[src/rtl/uart_peer.sv]
// uart_peer: far-end UART initiator that sends operands A and B as 8N1 frames, then receives a one-byte result.
// Define UART_PEER_TIMEOUT_EN to build the response-start timeout; otherwise WAIT_RSP waits indefinitely.
module uart_peer #(
   parameter int BAUD_DIV     = 651,
   parameter int TIMEOUT_BITS = 200
) (
   input  logic       sysclk,
   input  logic       reset,
   input  logic       req_valid,
   input  logic [7:0] req_a,
   input  logic [7:0] req_b,
   output logic       req_ready,
   output logic       rsp_valid,
   output logic [7:0] rsp_data,
   output logic       rsp_ferr,
   output logic       rsp_timeout,
   output logic       busy,
   output logic       uart_tx,
   input  logic       uart_rx
);
   localparam int TW = $clog2(BAUD_DIV + 1);
   typedef enum logic [2:0] {IDLE, SEND_A, SEND_B, WAIT_RSP, RECV} state_t;
   state_t        r_state;
   logic [TW-1:0] r_div;
   logic [19:0]   r_frame;
   logic [4:0]    r_tbit;
   logic [3:0]    r_tcnt;
   logic          r_rx1;
   logic          r_rx2;
   logic          r_sdet;
   logic [3:0]    r_rcnt;
   logic [3:0]    r_rbit;
   logic [7:0]    r_rsr;
   logic          w_tick;
   logic          w_to_hit;
   logic          w_confirm;

   assign w_tick    = r_div == TW'(BAUD_DIV - 1);
   assign req_ready = r_state == IDLE && !reset;
   assign busy      = r_state != IDLE;
   assign w_confirm = r_sdet && r_rcnt == 4'd7 && !r_rx2;

`ifdef UART_PEER_TIMEOUT_EN
   localparam int TO_TICKS = TIMEOUT_BITS * 16;
   localparam int CW = $clog2(TO_TICKS + 1);
   logic [CW-1:0] r_to_cnt;
   assign w_to_hit = w_tick && r_to_cnt == CW'(TO_TICKS - 1);
   always_ff @(posedge sysclk)
      if (reset || r_state != WAIT_RSP) r_to_cnt <= '0;
      else if (w_tick) r_to_cnt <= r_to_cnt + 1'b1;
`else
   logic w_unused;
   assign w_unused = |TIMEOUT_BITS;
   assign w_to_hit = 1'b0;
`endif

   always_ff @(posedge sysclk) begin
      if (reset) begin
         r_state     <= IDLE;
         r_div       <= '0;
         r_frame     <= '0;
         r_tbit      <= '0;
         r_tcnt      <= '0;
         r_rx1       <= 1'b1;
         r_rx2       <= 1'b1;
         r_sdet      <= 1'b0;
         r_rcnt      <= '0;
         r_rbit      <= '0;
         r_rsr       <= '0;
         uart_tx     <= 1'b1;
         rsp_valid   <= 1'b0;
         rsp_data    <= '0;
         rsp_ferr    <= 1'b0;
         rsp_timeout <= 1'b0;
      end else begin
         r_div       <= w_tick ? '0 : r_div + 1'b1;
         r_rx1       <= uart_rx;
         r_rx2       <= r_rx1;
         rsp_valid   <= 1'b0;
         rsp_timeout <= 1'b0;
         case (r_state)
            IDLE: if (req_valid) begin
               // both frames back to back: start, A LSB first, stop, start, B, stop
               r_frame <= {1'b1, req_b, 2'b01, req_a, 1'b0};
               r_tbit  <= '0;
               r_tcnt  <= '0;
               r_state <= SEND_A;
            end
            SEND_A, SEND_B: if (w_tick) begin
               if (r_tcnt == 4'd0) uart_tx <= r_frame[r_tbit];
               r_tcnt <= r_tcnt + 1'b1;
               if (r_tcnt == 4'd15) begin
                  r_tbit <= r_tbit + 1'b1;
                  if (r_tbit == 5'd9) r_state <= SEND_B;
                  if (r_tbit == 5'd19) begin
                     r_state <= WAIT_RSP;
                     r_sdet  <= 1'b0;
                  end
               end
            end
            WAIT_RSP: if (w_tick) begin
               r_sdet <= r_sdet ? r_rcnt != 4'd7 : !r_rx2;
               r_rcnt <= r_sdet && r_rcnt != 4'd7 ? r_rcnt + 1'b1 : '0;
               r_rbit <= '0;
               if (w_confirm) r_state <= RECV;
               else if (w_to_hit) begin
                  r_state     <= IDLE;
                  rsp_timeout <= 1'b1;
               end
            end
            RECV: if (w_tick) begin
               r_rcnt <= r_rcnt + 1'b1;
               if (r_rcnt == 4'd15) begin
                  r_rbit <= r_rbit + 1'b1;
                  if (r_rbit == 4'd8) begin
                     rsp_valid <= 1'b1;
                     rsp_data  <= r_rsr;
                     rsp_ferr  <= !r_rx2;
                     r_state   <= IDLE;
                  end else r_rsr <= {r_rx2, r_rsr[7:1]};
               end
            end
            default: r_state <= IDLE;
         endcase
      end
   end
endmodule

[config.mk]
export PLATFORM = sky130hd
export DESIGN_NAME = uart_peer
export DESIGN_NICKNAME = d
export VERILOG_FILES = /design/src/rtl/uart_peer.sv
export SDC_FILE = /design/constraint.sdc
export NUM_CORES = 1
export LEC_CHECK = 0
export ABC_CLOCK_PERIOD_IN_PS = 1900
export BUFFER_PORTS_ARGS = -buffer_cell sky130_fd_sc_hd__buf_4
export CORE_MARGIN = 3
export CORE_UTILIZATION = 50
export CTS_CLUSTER_SIZE = 25
export DETAILED_ROUTE_END_ITERATION = 10
export PLACE_DENSITY = 0.72
export REMOVE_ABC_BUFFERS = 1
export SYNTH_ARGS = -nofsm -noshare
export SYNTH_HDL_FRONTEND = slang
export SYNTH_SLANG_ARGS = --single-unit
[constraint.sdc]
create_clock -name sysclk -period 1.9 [get_ports sysclk]
set_clock_uncertainty 0.15 [all_clocks]
set_input_delay 0.095 -clock sysclk [delete_from_list [all_inputs] [get_ports sysclk]]
set_output_delay 0.095 -clock sysclk [all_outputs]
set_load 0.02 [all_outputs]
==> flow_summary_export.csv, run 1 <==
group,metric,value,unit
synth,synthMuxAreaShare,8.33,%
placement,pre_cts_slack,-0.0356,ns
cts,tritoncts,"built",
placement,gp_congestion,0.820,
sta,holdWs,0.0781,ns
final_layout,syn_to_final_growth,30.7,%
drt,via_count,2823,
synth,synth_compound_area_share,9.98,%
floorplan,num_rows,28,
critical_path,crit_required,2.01,ns
synth,synth_area_leader_cell,"dfxtp_1",
synth,synth_edf_count,0,
sta,worstMarginPinSlew,0.578,ns
worst_hold_path,hp-class,"in2reg",
global_routing,grt_pass1_wl,12200,um
placement,port_buffers,32,
cts,cts.path.max_buffers,2,
cts,clk_pin_slew,0.07,ns
synth,avgSynthCellArea,8.77,um2
critical_path,crit_fanout,4,
floorplan,ios,34,
cts,cts_root_buf,"clkbuf_8",
synth,synthCells,370,
global_routing,gr-total-overflow,0,
run_status,status,"completed",
drt,drc_errors,0,
floorplan,fp.dieW,86.6,um
placement,dp_hpwl,4810,um
critical_path,cp.arrival,1.95,ns
cts,cts_made_buffers,9,
synth,yosys.area_share.adder,3.47,%
cts,clkSinkCount,69,
synth,synth-xor-area-share,5.40,%
global_routing,antenna_found_initial,0,
critical_path,start_kind,"flop",
synth,ys_ff_latch,69,
power,p_leak,1.77,nW
synth,synth_top_family_by_area,"simple AND/OR/NAND/NOR gates",
sta,postLayoutSetupSlackWorst,0.0611,ns
floorplan,die_h,86.6,um
critical_path,end_kind,"flop",
power,powerDensity,680,nW/um2
final_layout,nNetsFinal,475,
job,max-cap-violations,0,
final_layout,antenna_cells,0,
critical_path,worstSetupPathType,"reg2reg",
floorplan,die_area,7490,um2
drt,drt.antenna.violating_nets,0,
cts,htreeDepth,3,
synth,synth_flop_cell,"dfxtp_1",
sta,finalCriticalPeriod,1.84,ns
final_layout,n_fill_cell,475,
drt,routed_via_density,5.37,
synth,synth_area,3250,um2
synth,yosysSeqAreaShare,42.6,%
drt,post_drt_wl_per_cell,13.9,um
sta,drv_slew,0,
synth,yosys.area_share.simple,25.5,%
sta,rsz0062_at_grt,"yes",
critical_path,cp_slowest_stage_delay,0.41,ns
sta,maxSlewHeadroom,61.5,%
synth,yosysTopAreaCellShare,42.6,%
sta,hold_violations,0,
drt,dr.first_iter.drc_count,161,
sta,max_freq,544,MHz
final_layout,ff_latch_area,1390,um2
final_layout,multiInputGateArea,1810,um2
global_routing,track_usage,20.3,%
global_routing,grt_max_degree,57,
critical_path,cp_slowest_cell,"a2111oi_4",
global_routing,grt_pass1_vias,2808,
sta,final.period_utilization,96.8,%
floorplan,start_util,53.2,%
cts,clk_latency,0.34,ns
final_layout,drive_above_1_share,25.7,%
synth,ys_warn_count,0,
sta,setup_viol_count_final,0,
synth,async_flop_share,0,%
drt,first_pass_iters,4,
synth,synth_cell_type_count,53,
power,peakVddDrop,0.000776,V
drt,finalWirelength,7320,um
critical_path,path_cells,"ha_4, nand3b_1, a2111oi_4, o32ai_2, a211o_1, a211oi_2",
synth,synthTopCellsByArea,"dfxtp_1 43%, nor2_1 6.4%, mux2i_1 5.6%, nand2_1 5.3%, a21oi_1 4.0%",
floorplan,core,6100,um2
where the power goes:
group	switching (W)	internal [W]	total, W
clock network	0.000551	0.000544	0.00109
registers	0.0000230	0.00148	0.00150
logic	0.000152	0.000137	0.000289
total	0.000726	0.00216	0.00289
cell usage in the layout, fill, tap and decap left out, drive strengths merged, types with 4 or more instances in the layout:
cell,Yosys,final
nor3,9,9
dlygate4sd3,0,17
dfxtp,69,69
mux4,4,4
inv,9,10
or2,4,4
a21oi,26,26
nand3,17,17
buf,14,71
xnor2,13,13
ha,9,9
mux2i,18,18
and3,7,7
nand3b,6,6
xor2,7,7
nand2,46,46
clkbuf,9,11
nor2,55,55
a211oi,4,4
final cells by class:
class                           count  share of cell area (%)
Clock buffer                       11                    3.57
Clock inverter                      5                   0.796
Inverter                            9                   0.796
Multi-Input combinational cell    269                    42.6
Sequential cell                    69                    32.8
Tap cell                           75                    2.21
Timing Repair Buffer               88                    17.3
flip-flops by register name, summed over array words and instances (netlist names):
name / flops
r_rx2: 1
rsp_valid: 1
r_rbit: 4
r_state: 3
rsp_ferr: 1
r_div: 10
r_frame: 17
uart_tx: 1
r_rx1: 1
r_tbit: 5
rsp_data: 8
r_rcnt: 4
r_tcnt: 4
r_sdet: 1
r_rsr: 8
cell usage after synthesis, drive strengths merged (2+ instances only):
library cell / instances
o21a: 2
and4b: 2
nor4: 3
nor4b: 2
nand2: 46
nand3: 17
and4: 3
nand2b: 2
xor2: 7
buf: 14
nor2: 55
a31oi: 2
and2: 2
nand3b: 6
nor3: 9
clkbuf: 9
mux2i: 18
and3: 7
xnor2: 13
inv: 9
nor3b: 3
ha: 9
dfxtp: 69
o21ai: 3
a21oi: 26
mux4: 4
o31ai: 2
a21o: 2
a211oi: 4
or2: 4
path summary, 6_finish.rpt:
path,depth (start not counted),start,slack (ns),endpoint
max reg2reg,6,r_tbit[0],0.06,r_state[0]
min reg2reg,1,r_rx1,0.26,r_rx2
min,2,reset,0.08,r_state[1]
max,6,r_tbit[0],0.06,r_state[0]
per-stage QoR:
stage / power [W] / instance area [um2] / utilization (%) / instances / TNS (ns)
after floorplan: 0.00166 / 3130 / - / 347 / -17.59
after global placement: 0.00178 / 3760 / 61.7 / 490 / 0
after detailed placement: 0.00179 / 3760 / 61.7 / 490 / -0.0356
after CTS: 0.00292 / 4140 / 68.0 / 523 / 0
after global routing: 0.00302 / 4240 / 69.6 / 526 / -0.138
final: 0.00289 / 4240 / 69.6 / 526 / 0
metal layers:
layer / vias to the layer above / track usage, % / wire (um)
met2: 48 / 34.8 / 3620
met1: 1348 / 25.3 / 3340
met3: 8 / 5.23 / 280
li1: 1419 / - / -
met4: 0 / 5.24 / 75
met5: - / 0 / 0
worst max-delay path: cells and delay by family, from the launching register on:
| kind | cells | cell delay, ns |
|---|---|---|
| AND/OR/NAND/NOR | 1 | 0.12 |
| AO/OA/AOI/OAI | 4 | 0.98 |
| flip-flops | 1 | 0.38 |
| adder cells (fa/ha/maj) | 1 | 0.13 |
kinds of logic (layout without fill, tap and decap cells):
group | Yosys count | after routing
buffers and inverters | 32 | 113
other | 1 | 1
AND/OR/NAND/NOR | 167 | 167
multiplexers | 22 | 22
flip-flops | 69 | 69
AO/OA/AOI/OAI | 50 | 50
XOR/XNOR | 20 | 20
adder cells (fa/ha/maj) | 9 | 9
what timing repair did:
action / 4_1_cts / 5_1_grt
pin swaps: 0 / 8
hold endpoints to repair: 17 / 0
gates resized for setup: 6 / 17
endpoints found under the setup margin: 9 / 24
setup buffers: 0 / 3
hold buffers: 17 / 0
(Power assumes the default switching activity.)
==> run 2, diff against run 1 <==
Settings changed: CORE_UTILIZATION 50 to 53, PLACE_DENSITY 0.72 to 0.76, RECOVER_POWER set to 100.
==> flow_summary_export.csv, run 2 (same netlist as run 1, synthesis figures left out) <==
group,metric,value,unit
power,p_seq_share,53.2,%
power,switchingPower,0.000739,W
critical_path,cp.arrival,2.03,ns
worst_hold_path,min_from,"reset",
power,p_int,0.00208,W
global_routing,gr-total-overflow,0,
global_routing,grt_pass1_vias,2722,
power,total_power,0.00282,W
floorplan,num_rows,27,
sta,final.period_utilization,104,%
sta,postLayoutSetupSlackWorst,-0.0696,ns
drt,post_drt_wl_per_cell,15.3,um
floorplan,fp.dieW,84.3,um
sta,worstMarginPinSlew,0.579,ns
power,sw_frac_of_total,26.2,%
drt,finalWirelength,7980,um
placement,pre_cts_slack,-0.0487,ns
run_status,status,"finished, violations left",
floorplan,start_util,56.8,%
drt,drt.antenna.violating_nets,0,
placement,dp_cells,486,
placement,gp_congestion,0.848,
critical_path,crit_fanout,3,
critical_path,r2r_cells,6,
final_layout,layout_common_cells,"60 x dfxtp_1, 56 x buf_4, 55 x nor2_1",
critical_path,r2r-start,"r_tbit[0]",
critical_path,start_kind,"flop",
floorplan,die_area,7100,um2
sta,max_freq,508,MHz
critical_path,cp_slowest_stage_delay,0.44,ns
critical_path,worstSetupPathType,"reg2reg",
global_routing,antenna_found_initial,0,
global_routing,grt_max_degree,57,
critical_path,crit_required,1.96,ns
critical_path,end_kind,"flop",
global_routing,grt_pass1_wl,12600,um
final_layout,drive_above_1_share,25.3,%
power,powerDensity,666,nW/um2
cts,cts_root_buf,"clkbuf_8",
cts,clk_latency,0.35,ns
power,peakVddDrop,0.000724,V
sta,holdWs,0.0836,ns
drt,first_pass_iters,4,
final_layout,syn_to_final_growth,30.5,%
floorplan,core,5710,um2
power,p_comb_share,10.3,%
final_layout,largest_reg_flops,17,
drt,routed_via_density,5.51,
sta,rsz0062_at_grt,"yes",
final_layout,antenna_cells,0,
cts,cts_made_buffers,9,
power,p_leak,1.71,nW
sta,setup_viol_count_final,3,
final_layout,n_fill_cell,411,
drt,drc_errors,0,
cts,htreeDepth,3,
critical_path,r2r_end,"r_state[0]",
critical_path,r2r_slack,-0.07,ns
placement,dp_hpwl,4760,um
worst_hold_path,holdPathEnd,"rsp_data[3]",
placement,port_buffers,32,
cts,clkSinkCount,69,
final_layout,layout_commonest_cell,"dfxtp_1",
job,max-cap-violations,0,
worst_hold_path,hold_depth,2,
sta,maxSlewHeadroom,61.4,%
cts,cts.path.max_buffers,2,
run_status,violations,"negative setup slack",
sta,drv_slew,0,
global_routing,track_usage,21.9,%
sta,hold_violations,0,
worst_hold_path,hp-class,"in2reg",
sta,tns,-0.0773,ns
final_layout,layout.cells.non_filler,523,
final_layout,regMostFlops,"r_frame",
final_layout,reg_top3,"r_frame: 17 flops, r_div: 10 flops",
drt,via_count,2880,
floorplan,die_h,84.3,um
critical_path,path_cells,"ha_4, nand3b_1, a2111oi_4, o32ai_2, nor3_1, a211oi_2",
critical_path,cp_slowest_cell,"a2111oi_4",
final_layout,nNetsFinal,476,
power,p_clk_share,36.4,%
floorplan,ios,34,
sta,finalCriticalPeriod,1.97,ns
drt,dr.first_iter.drc_count,156,
cts,clk_pin_slew,0.07,ns
cts,tritoncts,"built",
-- run 2: per-layer routing --
metal	global-route usage, %	up-vias	share of wire, %	routed length [um]
met1	26.9	1363	42	3390
met3	5.79	20	4.8	387
li1	-	1417	-	-
met4	7.46	0	2.8	226
met2	37.0	80	50	3980
met5	0	-	0	0
-- run 2: worst max path at each step --
stage / endpoint / cells after the start / startpoint / slack (ns)
3_3_place_gp: r_state[0] / 7 / r_tbit[1] / 0.05
3_5_place_dp: uart_tx / 5 / r_div[3] / -0.05
4_1_cts: rsp_data[4] / 7 / r_rcnt[1] / 0.0007
2_1_floorplan: r_tbit[2] / 5 / r_state[0] / -1.23
5_1_grt: uart_tx / 6 / r_state[0] / -0.09
6_report: r_state[0] / 6 / r_tbit[0] / -0.07
-- run 2: layout make-up --
| type | instances | area, um2 | share of cell area [%] |
|---|---|---|---|
| inverters | 9 | 33.8 | 0.797 |
| flip-flops and latches | 69 | 1400 | 33.0 |
| clock buffers | 10 | 128 | 3.01 |
| repair buffers | 89 | 689 | 16.3 |
| clock inverters | 5 | 37.5 | 0.886 |
| well taps | 72 | 90.1 | 2.13 |
| multi-input cells | 269 | 1860 | 43.9 |
-- run 2: repair_timing --
| action | CTS | global route |
|---|---|---|
| gates resized for setup | 9 | 32 |
| pin swaps | 3 | 10 |
| buffers inserted | 1 | 4 |
| hold endpoints to repair | 17 | 0 |
| endpoints found under the setup margin | 3 | 30 |
| hold buffers | 17 | 0 |
-- run 2: worst max-delay path: cells and delay by family, from the launching register on --
kind	cells	cell delay, ns
flops	1	0.40
simple gates	2	0.46
fa+ha+maj	1	0.14
compound gates	3	0.69
-- run 2: power by group through the flow --
| stage | clock network (W) | logic, W | registers, W |
|---|---|---|---|
| after floorplan | 0 | 0.000124 | 0.00154 |
| after global placement | 0 | 0.000238 | 0.00154 |
| after detailed placement | 0 | 0.000242 | 0.00154 |
| after CTS | 0.00104 | 0.000274 | 0.00150 |
| after global routing | 0.00112 | 0.000314 | 0.00151 |
| final | 0.00103 | 0.000292 | 0.00150 |
-- run 2: stage by stage --
stage	cell area, um2	util [%]
4_1_cts	4130	72.3
3_3_place_gp	3740	65.5
6_report	4240	74.2
5_1_grt	4240	74.2
2_1_floorplan	3130	-
3_5_place_dp	3740	65.5
==> run 3, diff against run 2 <==
Settings changed: PLACE_DENSITY 0.76 to not set, PLACE_DENSITY_LB_ADDON set to 0.15.
==> flow_summary_export.csv, run 3 (same netlist as run 1, synthesis figures left out) <==
group,metric,value,unit
sta,max_freq,499,MHz
sta,hold_violations,3,
drt,drc_errors,0,
drt,drt.antenna.violating_nets,0,
drt,routed_via_density,5.51,
cts,cts_root_buf,"clkbuf_8",
floorplan,core,5710,um2
floorplan,ios,34,
global_routing,antenna_found_initial,0,
floorplan,die_area,7100,um2
final_layout,post-route-util,74.6,%
drt,finalWirelength,7370,um
global_routing,track_usage,21.3,%
power,powerDensity,803,nW/um2
final_layout,n_fill_cell,414,
sta,setup_viol_count_final,1,
global_routing,grt_max_degree,43,
critical_path,r2r_end,"r_state[0]",
floorplan,start_util,56.8,%
critical_path,start_kind,"flop",
power,peakVddDrop,0.000916,V
final_layout,syn_to_final_growth,31.1,%
power,p_leak,1.75,nW
global_routing,gr-total-overflow,0,
placement,gp_congestion,0.898,
final_layout,multiInputGateArea,1800,um2
drt,first_pass_iters,6,
critical_path,r2r_slack,-0.10,ns
drt,dr.first_iter.drc_count,180,
critical_path,crit_fanout,4,
cts,clk_latency,0.35,ns
final_layout,drive_above_1_share,21.6,%
final_layout,finalInstanceArea,4260,um2
worst_hold_path,min_from,"reset",
critical_path,end_kind,"flop",
power,total_power,0.00342,W
final_layout,reg_top3,"r_frame: 17 flops, r_div: 10 flops",
sta,postLayoutSetupSlackWorst,-0.102,ns
cts,cts.path.max_buffers,2,
sta,final.period_utilization,105,%
worst_hold_path,hold_depth,2,
drt,via_count,2893,
sta,tns,-0.102,ns
floorplan,num_rows,27,
sta,rsz0062_at_grt,"yes",
final_layout,regMostFlops,"r_frame",
sta,holdWs,-0.00764,ns
cts,cts_made_buffers,9,
final_layout,layout_commonest_cell,"dfxtp_1",
global_routing,grt_pass1_vias,2827,
critical_path,crit_required,1.99,ns
critical_path,r2r-start,"r_tbit[1]",
run_status,status,"finished, violations left",
final_layout,nNetsFinal,477,
drt,post_drt_wl_per_cell,14.0,um
final_layout,antenna_cells,0,
final_layout,layout_common_cells,"65 x dfxtp_1, 55 x nor2_1, 52 x buf_4",
cts,htreeDepth,3,
worst_hold_path,hp-class,"in2reg",
critical_path,r2r_cells,7,
placement,dpl_cell_area,3770,um2
final_layout,ff_latch_area,1390,um2
worst_hold_path,holdPathEnd,"r_rsr[2]",
global_routing,grt_pass1_wl,12400,um
run_status,violations,"negative hold slack, negative setup slack",
placement,dp_hpwl,4880,um
floorplan,die_h,84.3,um
placement,port_buffers,32,
cts,tritoncts,"built",
job,max-cap-violations,0,
cts,clkSinkCount,69,
sta,finalCriticalPeriod,2.00,ns
cts,clk_pin_slew,0.08,ns
critical_path,cp.arrival,2.10,ns
floorplan,fp.dieW,84.3,um
final_layout,largest_reg_flops,17,
critical_path,worstSetupPathType,"reg2reg",
sta,drv_slew,0,
[run 3: changes by cell type in the layout (fill, tap and decap cells not counted), moves of 3 or more]
cell and change:
buf_4 -4, bufinv_16 +4, clkbuf_1 +4, dfxtp_1 +5, dfxtp_2 -3
[run 3: repair_timing]
item,CTS,global route
endpoints found under the setup margin,1,26
cloned,0,0
pin swaps,4,2
hold endpoints to repair,17,0
gates resized for setup,7,14
hold buffers,17,0
buffers inserted,1,1
[run 3: per-stage QoR]
stage | hold slack, ns | instances | worst slack [ns]
finish | -0.00764 | 525 | -0.102
global route | 0.0176 | 525 | -0.161
CTS | 0.000673 | 524 | 0.00775
detailed placement | 0.136 | 490 | -0.0361
global placement | 0.135 | 490 | 0.0483
floorplan | 0.00965 | 347 | -1.23
[run 3: worst max-delay path by stage]
stage,start,end,slack [ns]
floorplan,r_state[0],r_tbit[2],-1.23
finish,r_tbit[1],r_state[0],-0.10
global placement,r_tbit[1],r_state[0],0.05
global route,r_tbit[1],r_state[0],-0.16
CTS,r_rcnt[1],r_state[0],0.008
detailed placement,r_tbit[1],r_state[0],-0.04
[run 3: worst max-delay path, stage by stage, from the launching register on]
cell	delay [ns]
dfxtp_2	0.35
inv_1	0.06
ha_1	0.14
nand3b_1	0.14
a2111oi_4	0.38
o32ai_2	0.16
a211o_1	0.27
a211oi_2	0.25
[run 3: cell type report]
cell class	instances	area share, %
clock buffers	11	3.56
well taps	72	2.12
flip-flops and latches	69	32.6
inverters	9	0.794
repair buffers	90	15.5
clock inverters	5	3.03
multi-input cells	269	42.3
[run 3: power by group]
part | internal (W) | switching, W | leakage, nW
Clock | 0.00108 | 0.000546 | 0.140
Sequential | 0.00148 | 0.0000252 | 0.562
Combinational | 0.000130 | 0.000154 | 1.05
Total | 0.00269 | 0.000725 | 1.75
[run 3: routing by layer]
layer  track usage [%]  wire (um)
met5                 0          0
met4              7.16        123
met3              5.99        391
met2              36.7       3590
met1              25.5       3260
